### config.mk
export PLATFORM = sky130hd
export DESIGN_NAME = ram_stream_reader
export DESIGN_NICKNAME = d
export VERILOG_FILES = /design/src/rtl/ram_stream_reader.sv
export SDC_FILE = /design/constraint.sdc
export NUM_CORES = 1
export LEC_CHECK = 0
export CORE_MARGIN = 10
export CORE_UTILIZATION = 46
export CTS_CLUSTER_DIAMETER = 100
export DETAILED_ROUTE_END_ITERATION = 8
export GPL_TIMING_DRIVEN = 0
export PLACE_DENSITY = 0.83
export SLEW_MARGIN = 20
export SYNTH_ARGS = -nofsm -noshare
export SYNTH_HDL_FRONTEND = slang
export SYNTH_SLANG_ARGS = --single-unit
### constraint.sdc
create_clock -name clk -period 3.6 [get_ports clk]
set_input_delay 0.36 -clock clk [delete_from_list [all_inputs] [get_ports clk]]
set_output_delay 0.36 -clock clk [all_outputs]
set_load 0.03 [all_outputs]
### src/rtl/ram_stream_reader.sv
// ram_stream_reader: walks a contiguous address range on the registered read
// port of a simple dual-port RAM and streams the words out over valid/ready
// with a last marker. A 3-entry FIFO absorbs the 1-cycle read latency, so a
// consumer holding ready high receives one word per cycle.
// Optional feature: define RAM_STREAM_READER_ABORT_EN to add the abort input.
module ram_stream_reader #(
    parameter int addrLen = 6,
    parameter int dataLen = 32,
    parameter int memSize = 1 << addrLen
) (
    input  logic               clk,
    input  logic               rst_n,
    input  logic               start,
    input  logic [addrLen-1:0] base_addr,
    input  logic [addrLen:0]   len,
`ifdef RAM_STREAM_READER_ABORT_EN
    input  logic               abort,
`endif
    output logic               busy,
    output logic               done,
    output logic [addrLen-1:0] ram_addr,
    output logic               ram_re,
    input  logic [dataLen-1:0] ram_q,
    output logic [dataLen-1:0] m_data,
    output logic               m_valid,
    input  logic               m_ready,
    output logic               m_last
);

    typedef enum logic [1:0] {
        IDLE  = 2'd0,
        ISSUE = 2'd1,
        DRAIN = 2'd2
    } state_t;

    localparam int                 CW        = addrLen + 1;
    localparam logic [addrLen-1:0] ADDR_LAST = addrLen'(memSize - 1);

    state_t             state_q, state_d;
    logic [addrLen-1:0] addr_q, addr_d;
    logic [CW-1:0]      issue_q, issue_d;
    logic [CW-1:0]      recv_q, recv_d;
    logic               inflight_q, inflight_d;
    logic               done_q, done_d;
    logic [1:0]         count_q, count_d;
    logic [1:0]         wr_ptr_q, wr_ptr_d;
    logic [1:0]         rd_ptr_q, rd_ptr_d;
    logic [dataLen-1:0] fifo_q [0:2];

    logic push;
    logic pop;
    logic flush;
    logic credit_ok;
    logic abort_hit;

    // FIFO pointers wrap at the third entry.
    function automatic logic [1:0] ptr_inc(input logic [1:0] p);
        return (p == 2'd2) ? 2'd0 : p + 2'd1;
    endfunction

    // Addresses wrap modulo the RAM depth.
    function automatic logic [addrLen-1:0] addr_inc(input logic [addrLen-1:0] a);
        return (a == ADDR_LAST) ? '0 : a + 1'b1;
    endfunction

`ifdef RAM_STREAM_READER_ABORT_EN
    assign abort_hit = abort && (state_q != IDLE);
`else
    assign abort_hit = 1'b0;
`endif

    // Outputs and read credit: a read is issued only when the FIFO is sure to
    // have room for it, counting the word already on its way from the RAM.
    always_comb begin
        credit_ok = ({1'b0, count_q} + {2'b00, inflight_q}) < 3'd3;
        ram_re    = (state_q == ISSUE) && (issue_q != '0) && credit_ok;
        ram_addr  = addr_q;
        m_valid   = (count_q != 2'd0);
        m_data    = m_valid ? fifo_q[rd_ptr_q] : '0;
        m_last    = m_valid && (recv_q == CW'(1));
        busy      = (state_q != IDLE);
        done      = done_q;
        push      = inflight_q;
        pop       = m_valid && m_ready;
    end

    // Next-state logic for the FSM, counters and FIFO bookkeeping.
    always_comb begin
        state_d    = state_q;
        addr_d     = addr_q;
        issue_d    = issue_q;
        recv_d     = recv_q;
        done_d     = 1'b0;
        inflight_d = ram_re;
        count_d    = count_q;
        wr_ptr_d   = wr_ptr_q;
        rd_ptr_d   = rd_ptr_q;
        flush      = 1'b0;

        case (state_q)
            IDLE: begin
                if (start) begin
                    if (len != '0) begin
                        addr_d  = base_addr;
                        issue_d = len;
                        recv_d  = len;
                        state_d = ISSUE;
                    end else begin
                        done_d = 1'b1;
                    end
                end
            end
            ISSUE: begin
                if (ram_re) begin
                    addr_d  = addr_inc(addr_q);
                    issue_d = issue_q - 1'b1;
                    if (issue_q == CW'(1)) begin
                        state_d = DRAIN;
                    end
                end
            end
            DRAIN: begin
                state_d = DRAIN;
            end
            default: begin
                state_d = IDLE;
            end
        endcase

        // Each consumed word retires one from the burst; the final one ends it.
        if ((state_q != IDLE) && pop) begin
            recv_d = recv_q - 1'b1;
            if (recv_q == CW'(1)) begin
                state_d = IDLE;
                done_d  = 1'b1;
            end
        end

        // Abort wins over everything else, including a same-cycle handshake.
        if (abort_hit) begin
            state_d    = IDLE;
            done_d     = 1'b1;
            inflight_d = 1'b0;
            flush      = 1'b1;
        end

        if (flush) begin
            count_d  = 2'd0;
            wr_ptr_d = 2'd0;
            rd_ptr_d = 2'd0;
        end else begin
            if (push) begin
                wr_ptr_d = ptr_inc(wr_ptr_q);
            end
            if (pop) begin
                rd_ptr_d = ptr_inc(rd_ptr_q);
            end
            case ({push, pop})
                2'b10:   count_d = count_q + 2'd1;
                2'b01:   count_d = count_q - 2'd1;
                default: count_d = count_q;
            endcase
        end
    end

    // Control state register with asynchronous reset.
    always_ff @(posedge clk or negedge rst_n) begin
        if (!rst_n) begin
            state_q    <= IDLE;
            addr_q     <= '0;
            issue_q    <= '0;
            recv_q     <= '0;
            inflight_q <= 1'b0;
            done_q     <= 1'b0;
            count_q    <= 2'd0;
            wr_ptr_q   <= 2'd0;
            rd_ptr_q   <= 2'd0;
        end else begin
            state_q    <= state_d;
            addr_q     <= addr_d;
            issue_q    <= issue_d;
            recv_q     <= recv_d;
            inflight_q <= inflight_d;
            done_q     <= done_d;
            count_q    <= count_d;
            wr_ptr_q   <= wr_ptr_d;
            rd_ptr_q   <= rd_ptr_d;
        end
    end

    // FIFO storage captures the RAM word the cycle after its read was issued.
    always_ff @(posedge clk) begin
        if (push) begin
            fifo_q[wr_ptr_q] <= ram_q;
        end
    end

endmodule

# Yosys cells after proc, flatten, opt, wreduce, memory -nomap -nowiden
# Memories as Yosys holds them, arrays and structs flattened.
# Cells that the tools add are included.
op_classes:
  n_addsub: 8
  mux: 29
  n_reduce_logical: 17
  eq_ne: 12
  magnitude_cmp: 1
op_table:
  columns: ["op", "n"]
  rows:
  - ["$mux W7", 5]
  - ["$mux W32", 1]
  - ["$mux W6", 4]
  - ["$mux W2", 8]
  - ["$eq A7 B1 Y1 const B", 2]
  - ["$pmux W7 S2", 1]
  - ["$reduce_bool A2 Y1", 7]
  - ["$reduce_bool A7 Y1", 2]
  - ["$sub A7 B1 Y7 const B", 2]
  - ["$pmux W6 S2", 1]
  - ["$eq A2 B2 Y1 const B", 4]
  - ["$mux W1", 7]
  - ["$add A2 B1 Y2 const B", 3]
  - ["$add A6 B1 Y6 const B", 1]
  - ["$eq A6 B6 Y1 const B", 1]
  - ["$ne A2 B2 Y1 const B", 3]
  - ["$pmux W2 S3", 1]
  - ["$logic_and A1 B1 Y1", 5]
  - ["$eq A2 B1 Y1 const B", 2]
  - ["$pmux W2 S2", 1]
  - ["$reduce_and A4 Y1", 1]
  - ["$add A2 B1 Y3", 1]
  - ["$lt A3 B2 Y1 const B", 1]
  - ["$reduce_and A3 Y1", 1]
  - ["2 further kinds", 2]
totals:
  mem_count: 1
  in_bits: 49
  word_cells: 77
  ff_bits: 30
  ramBits: 96
  out_inout_bits: 43
mem_list:
  columns: ["memory", "words", "width", "read_ports", "rd_clocked_by_memory_dff", "wr", "line_no", "text"]
  rows:
  - ["fifo_q", 3, 32, 1, 0, 1, "48", "logic [dataLen-1:0] fifo_q [0:2];"]

# Depth between registers and ports, before layout
# Gate-level depths: netlist of the first run.
depth:
  depth_word: 7
  depth_mapped: 7
  ltp_nobuf: 6

# Worst setup path before layout of the first run
# OpenSTA, ideal clock, no wires.
synth_timing:
  path_type: "flip-flop to flip-flop"
  start: "register inflight_q"
  end: "memory fifo_q[1][0], enable pin"
  path_slack_ns: 0.232
  path_buffers: 0
  path_stages_with_launch: 3
  required_time_ns: 3.130
  arrival_time_ns: 2.898
  setup_time_ns: 0.470
  period_less_slack_ns: 3.368
  cell_sequence: "dfrtp_1 > inv_1 > nor3b_1"
synth_between:
  elab_chain_cells: 2
synth_lines:
  columns: ["item", "line_no", "text"]
  rows:
  - ["start, declared", "43", "logic inflight_q, inflight_d;"]
  - ["start signal, assigned", "183", "inflight_q <= inflight_d;"]
  - ["$mux W1", "193", "if (push) begin"]
  - ["$mux W1 (not written as such)", "194", "fifo_q[wr_ptr_q] <= ram_q;"]
  - ["end, declared", "48", null]
# Every way passes these cells.

# Worst setup path in the final report of the first run
layout_timing:
  start: "register count_q[0]"
  end: "output port ram_re"
layout_between:
  elab_chain_cells: 3
layout_lines:
  columns: ["item", "line_no", "text"]
  rows:
  - ["start, declared", "45", "logic [1:0] count_q, count_d;"]
  - ["start signal, assigned", "185", "count_q <= count_d;"]
  - ["$add A2 B1 Y3", "75", "credit_ok = ({1'b0, count_q} + {2'b00, inflight_q}) < 3'd3;"]
  - ["$lt A3 B2 Y1", "75", null]
  - ["$logic_and A1 B1 Y1", "76", "ram_re = (state_q == ISSUE) && (issue_q != '0) && credit_ok;"]
  - ["end, declared", "22", "output logic ram_re,"]
# Every way passes these cells.

==> impl_metrics.py, run 1 <==
metrics = {
    "outcome": {
        "status": "completed",
    },
    "setup_path": {
        "crit_top_cell": "ha_1",
        "cp_top_family": "buffers and inverters",
        "path_buf_inv": 2,
        "slowest_delay_ps": 730,
        "cp.arrival_ps": 2840,
        "cp_slowest_cell": "clkdlybuf4s50_1",
        "critPathCaptureType": "primary output",
        "crit_required_ps": 3240,
        "path_cells": "ha_1, ha_1, and2_0, a2111oi_2, buf_2, clkdlybuf4s50_1",
        "cp_max_fo": 11,
        "worstSetupPathType": "flip-flop to primary output",
        "worstSetupStartpointType": "flip-flop",
    },
    "clocking": {
        "holdBufCountCts": 0,
        "cts_tree": "done",
        "clkLatencyLatePin_ps": 400,
        "clkTransAtPathRegs_ps": 60,
        "cts_resized": 0,
        "cts.sinks": 126,
        "numCtsBuffers": 17,
        "postCtsSetupRepairBufs": 0,
        "cts-root-buf": "clkbuf_16",
        "htreeDepth": 4,
        "cts_max_path_buffers": 2,
    },
    "sta": {
        "fin_hold_ws_ps": 4.30,
        "max_clock_freq_mhz": 312,
        "min_period_ps": 3200,
        "slew_violations": 0,
        "period_share_pct": 89.0,
        "final-hold-violation-count": 0,
        "relSlewSlack_pct": 52.7,
        "finClkSkew_ps": 5.56,
        "worst_slack_ps": 396,
        "final-setup-viol-count": 0,
        "worstMarginPinSlew_ps": 707,
        "rsz0062_at_grt": "false",
        "finalSetupTns_ps": 0,
    },
    "yosys": {
        "syn_nets": 473,
        "syn-instance-count": 416,
        "synthTopCellsByArea": "edfxtp_1 53%, dfrtp_1 14%, mux2i_1 6.1%",
        "yosys_warnings": 0,
        "synth.top_cells.by_count": "96 x edfxtp_1, 81 x nor2_1, 41 x a21oi_1",
        "postSynth.asyncResetShare_pct": 23.8,
        "ys_ff_latch": 126,
        "syn_avg_cell_area_sq_um": 13.0,
        "yosysSeqAreaShare_pct": 67.1,
        "netlist.top_cell.by_area": "edfxtp_1",
        "synth_edf_count": 96,
        "syn_area_sq_mm": 0.00542,
        "synthFlopType": "edfxtp_1",
        "yosysMostFrequentCell": "edfxtp_1",
        "yosysUniqueCellTypes": 48,
        "yosys.area.top_type_share_pct": 53.2,
    },
    "power_and_ir_drop": {
        "seq_power_share_pct": 30.9,
        "p_int_mw": 4.54,
        "ir_worst_vdd_mv": 0.587,
        "p_clk_share_pct": 22.2,
        "switching_share_pct": 40.0,
        "p_per_area_mw_per_mm2": 1050,
        "p_sw_mw": 3.03,
        "power.leakage_nw": 2.71,
        "p_comb_share_pct": 46.9,
    },
    "floorplan": {
        "die_h_um": 129,
        "num_rows": 39,
        "fp.coreArea_sq_mm": 0.0115,
        "dieArea_sq_mm": 0.0165,
        "initial_core_util_pct": 47.2,
        "pin_count": 92,
        "dieWidth_um": 129,
    },
    "placement": {
        "dpl.cell_count": 659,
        "dp_hpwl_mm": 9.01,
        "port_buffers": 91,
        "routabilityCongestion": 0.864,
        "post-place-ws_ps": 813,
    },
    "grt": {
        "grt_pass1_vias": 4112,
        "grt_max_degree": 31,
        "grt_pass1_wl_mm": 21.1,
        "antenna_found_initial": 0,
        "grt-ovfl-total": 0,
        "grt_usage_pct": 16.0,
    },
    "finish": {
        "n_antenna_cell": 0,
        "instances_no_fill": 691,
        "filler_cell_count": 867,
        "drive_gt1_share_pct": 12.0,
        "areaGrowthSynthToFinish_pct": 33.0,
        "final_nets": 592,
    },
    "drt": {
        "drt_iter0_drc": 285,
        "drc_errors": 0,
        "routed_wl_mm": 13.0,
        "drtAntennaViolNets": 0,
        "post_drt_wl_per_cell_um": 18.9,
        "drtPass1Iterations": 4,
        "viasPerCell": 5.46,
        "vias": 3775,
    },
    "run": {
        "drv_cap": 0,
    },
    "min_path": {
        "hp-class": "input pin to asynchronous set/reset pin",
    },
}
-- worst paths after layout --
path                                   end  depth (start not counted)       start  slack [ps]
min in group clk                 recv_q[5]                          1   recv_q[5]         490
max in group asynchronous        recv_q[4]                          1       rst_n        3140
worst min-delay path            issue_q[1]                          1       rst_n           4
worst min register to register   recv_q[5]                          1   recv_q[5]         490
worst max register to register  issue_q[1]                          7  issue_q[0]        1460
worst max-delay path                ram_re                          6  count_q[0]         400
-- kinds of logic after synthesis --
logic type / share of synthesized area (%)
compound gates: 10.5
xor+xnor: 0.485
fa+ha+maj: 1.85
buf+inv: 2.91
flops: 67.1
mux: 6.72
simple gates: 10.5
-- power groups by stage --
stage | Sequential (mW) | Clock (mW) | Combinational (mW)
finish | 2.34 | 1.68 | 3.55
global route | 2.38 | 1.79 | 3.85
CTS | 2.33 | 1.71 | 3.58
floorplan | 2.38 | 0 | 2.19
detailed placement | 2.36 | 0 | 3.55
global placement | 2.36 | 0 | 3.36
-- registers in the layout, summed over array words and instances (netlist names) --
register,flops
rd_ptr_q,2
ram_addr,6
done,1
wr_ptr_q,2
state_q,2
inflight_q,1
count_q,2
fifo_q,96
recv_q,7
issue_q,7
-- layout make-up --
class,instances,area (sq um),share of cell area (%)
Sequential cell,126,3630,50.4
Multi-Input combinational cell,257,1640,22.8
Inverter,12,45.0,0.625
Clock inverter,14,158,2.19
Buffer,21,113,1.56
Clock buffer,18,429,5.96
Timing Repair Buffer,100,1000,13.9
Tap cell,143,179,2.48
-- cells in the final DEF (no fill, tap or decap), types with 8 or more instances in the layout --
master and count:
nor3_1 11, mux2i_1 33, inv_1 12, o22ai_1 10, nor2_1 80, o2bb2ai_1 8
buf_2 9, clkbuf_16 17, nand2_1 8, dfrtp_1 30, clkdlybuf4s50_1 90, a21oi_1 41
edfxtp_1 96, clkbuf_1 10, ha_1 8
-- through the flow --
step	util, %	instance area [sq um]	power [mW]
2_1_floorplan	-	5420	4.57
3_3_place_gp	56.7	6510	5.72
3_5_place_dp	57.7	6620	5.90
4_1_cts	62.8	7210	7.63
5_1_grt	62.8	7210	8.02
6_report	62.8	7210	7.57
-- metal layers --
| metal | share of wire [%] | global-route usage [%] |
|---|---|---|
| met1 | 41 | 18.5 |
| met2 | 53 | 27.8 |
| met3 | 4.5 | 4.31 |
| met4 | 1.4 | 6.35 |
| met5 | 0 | 0 |
Power figures use the tool's default switching activity.
==> run 2: changes to the inputs <==
CTS_CLUSTER_DIAMETER = unset   (was 100)
==> results of run 2 <==
Final layout, timing and power as in run 1 (identical DEF).
